$ cat src/rtl/uart_rx.sv
// rtl/uart_rx.sv - 8N1 UART receiver, 16x oversampling, small receive FIFO
module uart_rx #(
    parameter int CLK_HZ     = 50_000_000,
    parameter int BAUD       = 115200,
    parameter int FIFO_DEPTH = 4
) (
    input  logic       i_clk,
    input  logic       i_rst,
    input  logic       rx,
    output logic [7:0] o_data,
    output logic       o_valid,
    input  logic       i_ready,
    output logic       o_frame_err,
    output logic       o_overrun
);
    localparam int DIV   = (CLK_HZ + BAUD * 8) / (BAUD * 16);
    localparam int DIV_W = (DIV > 1) ? $clog2(DIV) : 1;
    localparam int PTR_W = (FIFO_DEPTH > 1) ? $clog2(FIFO_DEPTH) : 1;
    localparam int CNT_W = PTR_W + 1;
    localparam logic [DIV_W-1:0] DIV_MAX  = DIV_W'(DIV - 1);
    localparam logic [CNT_W-1:0] FULL_CNT = CNT_W'(FIFO_DEPTH);

    typedef enum logic [2:0] {
        IDLE,
        START,
        DATA,
        STOP,
        BREAK
    } state_t;

    logic             sync1_q, sync1_d;
    logic             rxs_q, rxs_d;
    logic [1:0]       sync_vld_q, sync_vld_d;
    logic             prev_q, prev_d;
    state_t           state_q, state_d;
    logic [DIV_W-1:0] div_cnt_q, div_cnt_d;
    logic [3:0]       sc_q, sc_d;
    logic [2:0]       bc_q, bc_d;
    logic [7:0]       shift_q, shift_d;
    logic [7:0]       mem_q [FIFO_DEPTH];
    logic [7:0]       mem_d [FIFO_DEPTH];
    logic [PTR_W-1:0] wr_ptr_q, wr_ptr_d;
    logic [PTR_W-1:0] rd_ptr_q, rd_ptr_d;
    logic [CNT_W-1:0] count_q, count_d;
    logic [7:0]       data_q, data_d;
    logic             valid_q, valid_d;
    logic             frame_err_q, frame_err_d;
    logic             overrun_q, overrun_d;

    logic tick;
    logic push_req;
    logic push;
    logic pop;
    logic full;

    always_comb begin
        sync1_d    = rx;
        rxs_d      = sync1_q;
        sync_vld_d = {sync_vld_q[0], 1'b1};
        // prev only tracks rxs once the synchroniser holds real line data, so a
        // line held low out of reset never looks like a falling edge
        prev_d     = sync_vld_q[1] ? rxs_q : 1'b0;

        tick       = (div_cnt_q == DIV_MAX);
        div_cnt_d  = tick ? '0 : div_cnt_q + DIV_W'(1);

        state_d     = state_q;
        sc_d        = sc_q;
        bc_d        = bc_q;
        shift_d     = shift_q;
        push_req    = 1'b0;
        frame_err_d = 1'b0;

        case (state_q)
            IDLE: begin
                if (prev_q && !rxs_q) begin
                    state_d   = START;
                    sc_d      = '0;
                    div_cnt_d = '0;
                end
            end
            START: begin
                if (tick) begin
                    if (sc_q == 4'd7) begin
                        if (!rxs_q) begin
                            state_d = DATA;
                            sc_d    = '0;
                            bc_d    = '0;
                        end else begin
                            state_d = IDLE;
                        end
                    end else begin
                        sc_d = sc_q + 4'd1;
                    end
                end
            end
            DATA: begin
                if (tick) begin
                    if (sc_q == 4'd15) begin
                        shift_d = {rxs_q, shift_q[7:1]};
                        sc_d    = '0;
                        if (bc_q == 3'd7) begin
                            state_d = STOP;
                        end else begin
                            bc_d = bc_q + 3'd1;
                        end
                    end else begin
                        sc_d = sc_q + 4'd1;
                    end
                end
            end
            STOP: begin
                if (tick) begin
                    if (sc_q == 4'd15) begin
                        if (rxs_q) begin
                            push_req = 1'b1;
                            state_d  = IDLE;
                        end else begin
                            frame_err_d = 1'b1;
                            state_d     = BREAK;
                        end
                    end else begin
                        sc_d = sc_q + 4'd1;
                    end
                end
            end
            BREAK: begin
                if (rxs_q) begin
                    state_d = IDLE;
                end
            end
            default: state_d = IDLE;
        endcase
    end

    always_comb begin
        pop       = valid_q & i_ready;
        full      = (count_q == FULL_CNT);
        // a pop in the same cycle frees the slot, so a full FIFO still accepts
        push      = push_req & (~full | pop);
        overrun_d = push_req & full & ~pop;

        mem_d    = mem_q;
        wr_ptr_d = wr_ptr_q;
        rd_ptr_d = rd_ptr_q;
        if (push) begin
            mem_d[wr_ptr_q] = shift_q;
            wr_ptr_d        = wr_ptr_q + PTR_W'(1);
        end
        if (pop) begin
            rd_ptr_d = rd_ptr_q + PTR_W'(1);
        end
        count_d = count_q + CNT_W'(push) - CNT_W'(pop);
        valid_d = (count_d != '0);
        data_d  = valid_d ? mem_d[rd_ptr_d] : 8'h00;
    end

    always_ff @(posedge i_clk) begin
        if (i_rst) begin
            sync1_q     <= 1'b1;
            rxs_q       <= 1'b1;
            sync_vld_q  <= '0;
            prev_q      <= 1'b0;
            state_q     <= IDLE;
            div_cnt_q   <= '0;
            sc_q        <= '0;
            bc_q        <= '0;
            shift_q     <= '0;
            mem_q       <= '{default: '0};
            wr_ptr_q    <= '0;
            rd_ptr_q    <= '0;
            count_q     <= '0;
            data_q      <= '0;
            valid_q     <= 1'b0;
            frame_err_q <= 1'b0;
            overrun_q   <= 1'b0;
        end else begin
            sync1_q     <= sync1_d;
            rxs_q       <= rxs_d;
            sync_vld_q  <= sync_vld_d;
            prev_q      <= prev_d;
            state_q     <= state_d;
            div_cnt_q   <= div_cnt_d;
            sc_q        <= sc_d;
            bc_q        <= bc_d;
            shift_q     <= shift_d;
            mem_q       <= mem_d;
            wr_ptr_q    <= wr_ptr_d;
            rd_ptr_q    <= rd_ptr_d;
            count_q     <= count_d;
            data_q      <= data_d;
            valid_q     <= valid_d;
            frame_err_q <= frame_err_d;
            overrun_q   <= overrun_d;
        end
    end

    assign o_data      = data_q;
    assign o_valid     = valid_q;
    assign o_frame_err = frame_err_q;
    assign o_overrun   = overrun_q;
endmodule

$ cat config.mk
export PLATFORM = sky130hd
export DESIGN_NAME = uart_rx
export DESIGN_NICKNAME = d
export VERILOG_FILES = /design/src/rtl/uart_rx.sv
export SDC_FILE = /design/constraint.sdc
export NUM_CORES = 1
export LEC_CHECK = 0
export BUFFER_PORTS_ARGS = -buffer_cell sky130_fd_sc_hd__buf_2
export CAP_MARGIN = 20
export CORE_MARGIN = 2
export CORE_UTILIZATION = 60
export DETAILED_ROUTE_END_ITERATION = 10
export HOLD_SLACK_MARGIN = 0.12
export PLACE_DENSITY = 0.89
export REMOVE_ABC_BUFFERS = 1
export SKIP_LAST_GASP = 1
export SLEW_MARGIN = 10
export SYNTH_ARGS = -nofsm -noshare
export SYNTH_HDL_FRONTEND = slang
export SYNTH_SLANG_ARGS = --single-unit
$ cat constraint.sdc
create_clock -name i_clk -period 9.8 [get_ports i_clk]
set_clock_uncertainty 0.1 [all_clocks]
set_input_delay 0.98 -clock i_clk [delete_from_list [all_inputs] [get_ports i_clk]]
set_output_delay 0.98 -clock i_clk [all_outputs]
set_load 0.05 [all_outputs]
Yosys cells after proc, flatten, opt, wreduce, memory -nomap -nowiden. Cells that the tools add are included.

Register bits after elaboration: 78. Input bits: 4. Output and inout port bits: 11. Word-level logic and storage cells: 126.

Add/subtract/negate cells: 7. Magnitude comparators: 3. Equality and inequality tests: 22. Multiplexer cells: 45. Bitwise logic cells: 14. Reductions and logical operators: 14.

Operators by type and width (count): 3-bit two-way mux (16); 32-bit bitwise mux (1); 32-bit two-way mux (1); 4-bit two-way mux (8); 8-bit two-way mux (3); 2-bit inequality test (second input constant) (12); 8-bit binary-select mux with 2-bit select (1); 8-bit demux with 2-bit select (1); 4-bit one-hot mux with 4 select lines (1); 5-bit two-way mux (3); 3-bit one-hot mux with 5 select lines (1); 7-bit AND reduction (2); 3-bit == test (second input constant) (3); 9-bit AND reduction (1); 1-bit inverter (7); 3-bit by 2-bit == test with 1-bit output (second input constant) (2); 3-bit greater-or-equal comparator (second input constant) (2); 1-bit two-way mux (6); 2-bit inverter with 3-bit output (2); 3-bit one-hot mux with 2 select lines (1); 5-bit by 1-bit adder with 5-bit output (second input constant) (1); 5-bit == test (second input constant) (1); 2-bit by 1-bit adder with 2-bit output (second input constant) (2); 4-bit by 1-bit adder with 4-bit output (second input constant) (1); 20 further kinds (26).

Depth between registers and ports, before layout. Gate-level depths: netlist of run 1.

Word-level depth: 10. Gate-level depth with buffers: 20. Gate-level depth less buffers: 16.

Least setup slack after synthesis of run 1. OpenSTA, ideal clock, no wires.

Kind: input-to-reg. From: input port i_ready. To: register data_q[6], in the netlist o_data[6]. Setup time: 0.078 ns. Arrival time: 3.916 ns. Required time: 9.622 ns. Slack: 5.706 ns. Stages on the path: 17. Buffers on the path: 3. Path through: nand2_1 a31oi_2 and2_1 buf_4 buf_2 inv_1 ha_1 inv_1 ha_1 fa_1 xor3_1 a21oi_1 and2b_1 buf_2 o21a_1 o21ai_0 a32oi_1.

Cells in the longest elaborated chain, start to end: 8. Elaborated cells between the ends (all ways): 14. Classes of those cells: add/sub: 2; mux: 5; bitwise: 5; reduce/logical: 2.

RTL lines: start, declared (RTL line 12) `input logic i_ready,`; 1-bit bitwise AND * (RTL line 137) `pop = valid_q & i_ready;`; 1-bit OR (RTL line 140) `push = push_req & (~full | pop);`; 1-bit bitwise AND (RTL line 140); 3-bit by 1-bit adder with 3-bit output (RTL line 153) `count_d = count_q + CNT_W'(push) - CNT_W'(pop);`; 3-bit by 1-bit subtractor with 3-bit output (RTL line 153); 3-bit nonzero test (RTL line 154) `valid_d = (count_d != '0);`; 1-bit inverter (no line); 2-bit OR reduction (no line); end signal, assigned (RTL line 191) `data_q <= data_d;`; end, declared (RTL line 45) `logic [7:0] data_q, data_d;`.

Every way passes the cells marked *; elsewhere a longest branch is shown, timed or not. The select of a mux whose other input is x is not followed. A chain may end at the register's enable or synchronous reset.

Final worst setup path of run 1.
From: register state_q[0]. To: register data_q[1], in the netlist o_data[1].

Cells in the longest elaborated chain, start to end: 8. Elaborated cells between the ends (all ways): 12. Classes of those cells: add/sub: 2; eq/ne: 1; mux: 5; bitwise: 2; reduce/logical: 2.

RTL lines: start, declared (RTL line 35) `state_t state_q, state_d;`; start signal, assigned (RTL line 182) `state_q <= state_d;`; 3-bit by 2-bit == test with 1-bit output * (RTL line 74) `case (state_q)`; 1-bit two-way mux * (RTL line 74); 1-bit bitwise AND * (RTL line 140); 3-bit by 1-bit adder with 3-bit output (RTL line 153); 3-bit by 1-bit subtractor with 3-bit output (RTL line 153); 3-bit nonzero test (RTL line 154); 1-bit inverter (no line); 2-bit OR reduction (no line).

Marks and branches as above.

==> results of run 1 <==
## path summary, 6_finish.rpt
kind | startpoint | endpoint | slack (ns) | depth (start not counted)
worst max-delay path | state_q[0]$_SDFFE_PP0P_ | o_data[1]$_SDFF_PP0_ | 5.12 | 13
worst min-delay path | rxs_d$_SDFF_PP1_ | rxs_q$_SDFF_PP1_ | 0.31 | 1
worst max register to register | state_q[0]$_SDFFE_PP0P_ | o_data[1]$_SDFF_PP0_ | 5.12 | 13
worst min register to register | rxs_d$_SDFF_PP1_ | rxs_q$_SDFF_PP1_ | 0.31 | 1
## cell usage after synthesis (8+ instances only)
cell type	count
dfxtp_1	78
inv_1	10
ha_1	11
mux2i_1	23
o21ai_0	11
nor2_1	44
clkbuf_1	13
nand2_1	37
a21oi_1	31
nand3_1	21
a32oi_1	8
## per-layer routing
layer,vias to the layer above,part of all wire,wire length [um]
li1,1409,-,-
met1,1371,0.46,3570
met2,114,0.46,3540
met3,23,0.049,376
met4,0,0.027,206
met5,-,0,0
## per-stage QoR
stage | hold slack (ns) | cell area (um^2) | setup WS, ns | std cells | util
after floorplan | 0.289 | 3480 | 5.68 | 373 | -
after global placement | 0.294 | 3660 | 5.22 | 464 | 0.622
after detailed placement | 0.299 | 3660 | 5.04 | 464 | 0.622
after CTS | 0.318 | 3870 | 5.20 | 480 | 0.658
after global routing | 0.324 | 3870 | 4.81 | 480 | 0.658
final | 0.313 | 3870 | 5.12 | 480 | 0.658
## kinds of logic (layout without fill, tap and decap cells)
group,Yosys count,count (layout),share of synthesized area
flip-flops,78,78,0.432
AND/OR/NAND/NOR,154,154,0.215
multiplexers,29,29,0.0823
AO/OA/AOI/OAI,81,81,0.154
adder cells (fa/ha/maj),12,12,0.0436
buffers and inverters,34,42,0.0474
XOR/XNOR,9,9,0.0259
## area by class of cell
type                    instances  area [um^2]
well taps                      75         93.8
repair buffers                 16         85.1
clock inverters                 6         68.8
multi-input cells             285         1890
flip-flops and latches         78         1560
fillers                       481         2020
inverters                      10         37.5
clock buffers                  10          138
## where the power goes
group          switching (W)  internal [W]
registers         0.00000943      0.000329
logic              0.0000749     0.0000430
clock network       0.000122      0.000126
## critical path, stage by stage (launching register included)
cell,delay (ns)
dfxtp_1,0.76
nand4b_1,0.22
a31oi_2,0.45
and2_1,0.64
inv_1,0.10
ha_1,0.30
inv_1,0.04
ha_1,0.18
fa_1,0.38
xor3_1,0.22
a21oi_1,0.19
and2_0,0.54
o21ai_0,0.25
a32oi_1,0.24
## flip-flops by register name, summed over array words and instances, names as in the netlist, 2 cells and up
| signal | cells |
|---|---|
| wr_ptr_q | 2 |
| sync_vld_q | 2 |
| div_cnt_q | 5 |
| bc_q | 3 |
| shift_q | 8 |
| rd_ptr_q | 2 |
| o_data | 8 |
| sc_q | 4 |
| count_q | 3 |
| mem_q | 32 |
| state_q | 3 |
==> impl_metrics.tcl, run 1 <==
set metrics [dict create \
    syn_area_mm2 0.00362 \
    area_growth_syn_to_layout_pct 6.95 \
    status "completed" \
    ys.flop_type "dfxtp_1" \
    fin_crit_sh 0.478 \
    die_w_um 81.7 \
    arrival_ns 4.84 \
    final.setup.tns_ns 0 \
    finalSetupViolCount 0 \
    rsz0062_at_grt "no" \
    floorplan.initialDensity 0.615 \
    io_pins 15 \
    numCtsBuffers 9 \
    clk-insertion-delay-late_ns 0.35 \
    synth_top_area_frac 0.432 \
    grt_pass1_wl_um 12500 \
    dieArea_mm2 0.00667 \
    use_met1 0.341 \
    slew_headroom 0.512 \
    ys_seq_elements 78 \
    maxSlewViolCount 0 \
    end_kind "flop" \
    yosys.area.top_type "dfxtp_1" \
    io_buffers 14 \
    critical_path.max_fanout 23 \
    power_density_mw_per_mm2 182 \
    power_leakage_nw 1.55 \
    grt_use_total 0.248 \
    viasPerCell 6.08 \
    cts_tree "built" \
    synth_cell_types 58 \
    layout.nets 416 \
    grt_pass1_vias 2618 \
    antenna_cells 0 \
    cts.clk_slew.worst_paths_ns 0.08 \
    final_common_cell "dfxtp_1" \
    final_cell_mix "dfxtp_1 (78), nor2_1 (44), nand2_1 (37), a21oi_1 (31), mux2i_1 (23)" \
    p_total_w 0.000704 \
    ctsHoldBuffers 0 \
    ctsResizeCount 0 \
    drt_iter0_drc 317 \
    grt-ovfl-total 0 \
    synth-edff-count 0 \
    dpl.hpwl_um 4890 \
    grt_max_degree 60 \
    critical_path_class "reg -> reg" \
    placeableCoreArea_mm2 0.00589 \
    cts_sinks 78 \
    die_h_um 81.7 \
    drive_gt1_frac 0.146 \
    yosysSeqAreaShare 0.432 \
    antenna_found_initial 0 \
    gp_congestion 0.814 \
    synth.avg_cell_area_um2 9.11 \
    postSynthCellCount 397 \
    use_met2 0.379 \
    clock_path_buffers 2 \
    post_cts_buffers 0 \
    fin_crit_ns 4.68 \
    synth_area_leaders "dfxtp_1 (43%), mux2i_1 (6.4%), nor2_1 (4.6%), a21oi_1 (4.3%), nand2_1 (3.8%)" \
    required_ns 9.96 \
    grt_util_met3 0.0385 \
    dr.pass1.iters 6 \
    grt.busiest_layer "met2" \
    ant_nets 0 \
    clock-root-buffer "clkbuf_8" \
    htreeDepth 3 \
    num_vias 2917 \
    drc_errors 0 \
    max_clock_freq_mhz 214 \
    hold_path.class "reg -> reg" \
    critPathLaunchType "flop" \
    worst_pin_slew_ns 0.726 \
    hold_viol 0 \
    maxCapViolations 0 \
    routedWlPerCell_um 16.0 \
    yosysWarnings 0 \
    num_rows 28 \
    wirelength_um 7690 \
    ir_drop_v 0.000204 \
    synthArstFlopShare 0 \
]
(Power assumes the default switching activity.)
==> run 2, diff against run 1 <==
--- a/config.mk
+++ b/config.mk
@@ -8,10 +8,10 @@
 export BUFFER_PORTS_ARGS = -buffer_cell sky130_fd_sc_hd__buf_2
 export CAP_MARGIN = 20
 export CORE_MARGIN = 2
-export CORE_UTILIZATION = 60
+export CORE_UTILIZATION = 55
 export DETAILED_ROUTE_END_ITERATION = 10
 export HOLD_SLACK_MARGIN = 0.12
-export PLACE_DENSITY = 0.89
+export PLACE_DENSITY = 0.86
 export REMOVE_ABC_BUFFERS = 1
 export SKIP_LAST_GASP = 1
 export SLEW_MARGIN = 10
==> constraint.sdc (replaced) <==
create_clock -name i_clk -period 4.13 [get_ports i_clk]
set_clock_uncertainty 0.1 [all_clocks]
set_input_delay 0.413 -clock i_clk [delete_from_list [all_inputs] [get_ports i_clk]]
set_output_delay 0.413 -clock i_clk [all_outputs]
set_load 0.05 [all_outputs]
==> run 2 against run 1 <==
  * Via count increased by 0.41%
  * Register-to-register slack got worse by 4.8 ns
  * Total power increased by 130%
  * Largest cell class unchanged
  * Non-clock buffer count increased by 5
==> impl_metrics.tcl, run 2 (synthesized netlist as in run 1, its figures left out) <==
set metrics [dict create \
    status "completed" \
    die_h_um 85.1 \
    fin_crit_sh 0.918 \
    htreeDepth 3 \
    r2r_setup_slack_ns 0.34 \
    critPathLaunchType "flop" \
    rr_endpoint "o_data[2]$_SDFF_PP0_" \
    floorplan.initialDensity 0.570 \
    rsz0062_at_grt "no" \
    clock-root-buffer "clkbuf_8" \
    viasPerCell 6.01 \
    crit_family "simple AND/OR/NAND/NOR gates" \
    ctsResizeCount 0 \
    r2r-start "div_cnt_q[0]$_SDFF_PP0_" \
    endpoint "o_data[2]$_SDFF_PP0_" \
    setup_slack_ns 0.340 \
    layout.nets 421 \
    final.setup.tns_ns 0 \
    critical_path_class "reg -> reg" \
    numCtsBuffers 9 \
    io_buffers 14 \
    hold_path.class "in -> reg" \
    grt_max_degree 60 \
    critical_path.max_fanout 12 \
    num_rows 29 \
    top_register "mem_q" \
    finalSetupViolCount 0 \
    final_cell_mix "dfxtp_1 (78), nor2_1 (44), nand2_1 (37), a21oi_1 (31), mux2i_1 (23)" \
    placeableCoreArea_mm2 0.00635 \
    cp.depth 16 \
    end_kind "flop" \
    postLayoutCoreUtil 0.614 \
    drt_iter0_drc 349 \
    grt_use_total 0.217 \
    ctsHoldBuffers 0 \
    required_ns 4.31 \
    arrival_ns 3.97 \
    dieArea_mm2 0.00724 \
    drc_errors 0 \
    cts_tree "built" \
    wirelength_um 7500 \
    antenna_cells 0 \
    ir_drop_v 0.000413 \
    power_leakage_nw 1.57 \
    post_cts_buffers 0 \
    worst_pin_slew_ns 0.618 \
    crit_slowest_cell "and2b_1" \
    path_cells "inv_1 -> ha_1 -> and4b_1 -> and2_1 -> and2_1 -> inv_1 -> ha_1 -> inv_1 -> ha_1 -> fa_1 -> xor3_1 -> a21oi_1 -> and2b_1 -> o21a_1 -> o221ai_1 -> a32oi_1" \
    cts.clk_slew.worst_paths_ns 0.09 \
    holdPathStages 2 \
    gp_congestion 0.856 \
    largest_register_ffs 32 \
    maxSlewViolCount 0 \
    routedWlPerCell_um 15.4 \
    dr.pass1.iters 5 \
    dpl.hpwl_um 4860 \
    fin_crit_ns 3.79 \
    power_density_mw_per_mm2 421 \
    drive_gt1_frac 0.156 \
    pre_cts_ws_ns 0.380 \
    max_stage_delay_ns 0.44 \
    io_pins 15 \
    clock_path_buffers 2 \
    r2r_cells 16 \
    hold_viol 0 \
    ant_nets 0 \
    clk-insertion-delay-late_ns 0.35 \
    die_w_um 85.1 \
    area_growth_syn_to_layout_pct 7.78 \
    antenna_found_initial 0 \
    final_common_cell "dfxtp_1" \
    grt_pass1_wl_um 12500 \
    num_vias 2929 \
    grt_pass1_vias 2769 \
    grt-ovfl-total 0 \
    max_clock_freq_mhz 264 \
    maxCapViolations 0 \
    crit_start "div_cnt_q[0]$_SDFF_PP0_" \
    path_buf_inv 3 \
    fin_hold_ws_ns 0.148 \
    slew_headroom 0.588 \
    cts_sinks 78 \
]
run 2: changes by cell type in the layout (fill, tap and decap cells not counted), sizes merged:
cell / before / now
clkbuf: 10 / 9
buf: 16 / 21
clkinvlp: 1 / 2
run 2: layout make-up:
| cell class | count | area, um^2 |
|---|---|---|
| repair buffers | 21 | 123 |
| multi-input cells | 285 | 1890 |
| fillers | 494 | 2450 |
| flip-flops and latches | 78 | 1560 |
| clock buffers | 9 | 124 |
| inverters | 10 | 37.5 |
| clock inverters | 7 | 72.6 |
| well taps | 77 | 96.3 |
run 2: layer usage:
layer | share of wire | up-vias | wire [um] | global-route usage
met3 | 0.056 | 19 | 422 | 0.0340
met5 | 0 | - | 0 | 0
met1 | 0.43 | 1385 | 3260 | 0.283
li1 | - | 1415 | - | -
met2 | 0.48 | 110 | 3620 | 0.336
met4 | 0.026 | 0 | 194 | 0.134
run 2: how the worst min path moves through the flow:
stage / start / end / slack [ns]
6_report: rx / rxs_d$_SDFF_PP1_ / 0.15
5_1_grt: rx / rxs_d$_SDFF_PP1_ / 0.15
4_1_cts: rx / rxs_d$_SDFF_PP1_ / 0.14
3_5_place_dp: rxs_d$_SDFF_PP1_ / rxs_q$_SDFF_PP1_ / 0.29
3_3_place_gp: rxs_d$_SDFF_PP1_ / rxs_q$_SDFF_PP1_ / 0.29
2_1_floorplan: rxs_d$_SDFF_PP1_ / rxs_q$_SDFF_PP1_ / 0.29
run 2: power by group:
group,switching (W),total (W),internal (W)
clock,0.000286,0.000565,0.000280
sequential,0.0000197,0.000801,0.000781
combinational,0.000175,0.000277,0.000102
total,0.000481,0.00164,0.00116
run 2: through the flow:
stage / power, W / cells / instance area (um^2)
3_5_place_dp: 0.00109 / 471 / 3700
4_1_cts: 0.00165 / 487 / 3900
6_report: 0.00164 / 487 / 3900
3_3_place_gp: 0.00108 / 471 / 3700
2_1_floorplan: 0.00101 / 373 / 3480
5_1_grt: 0.00171 / 487 / 3900
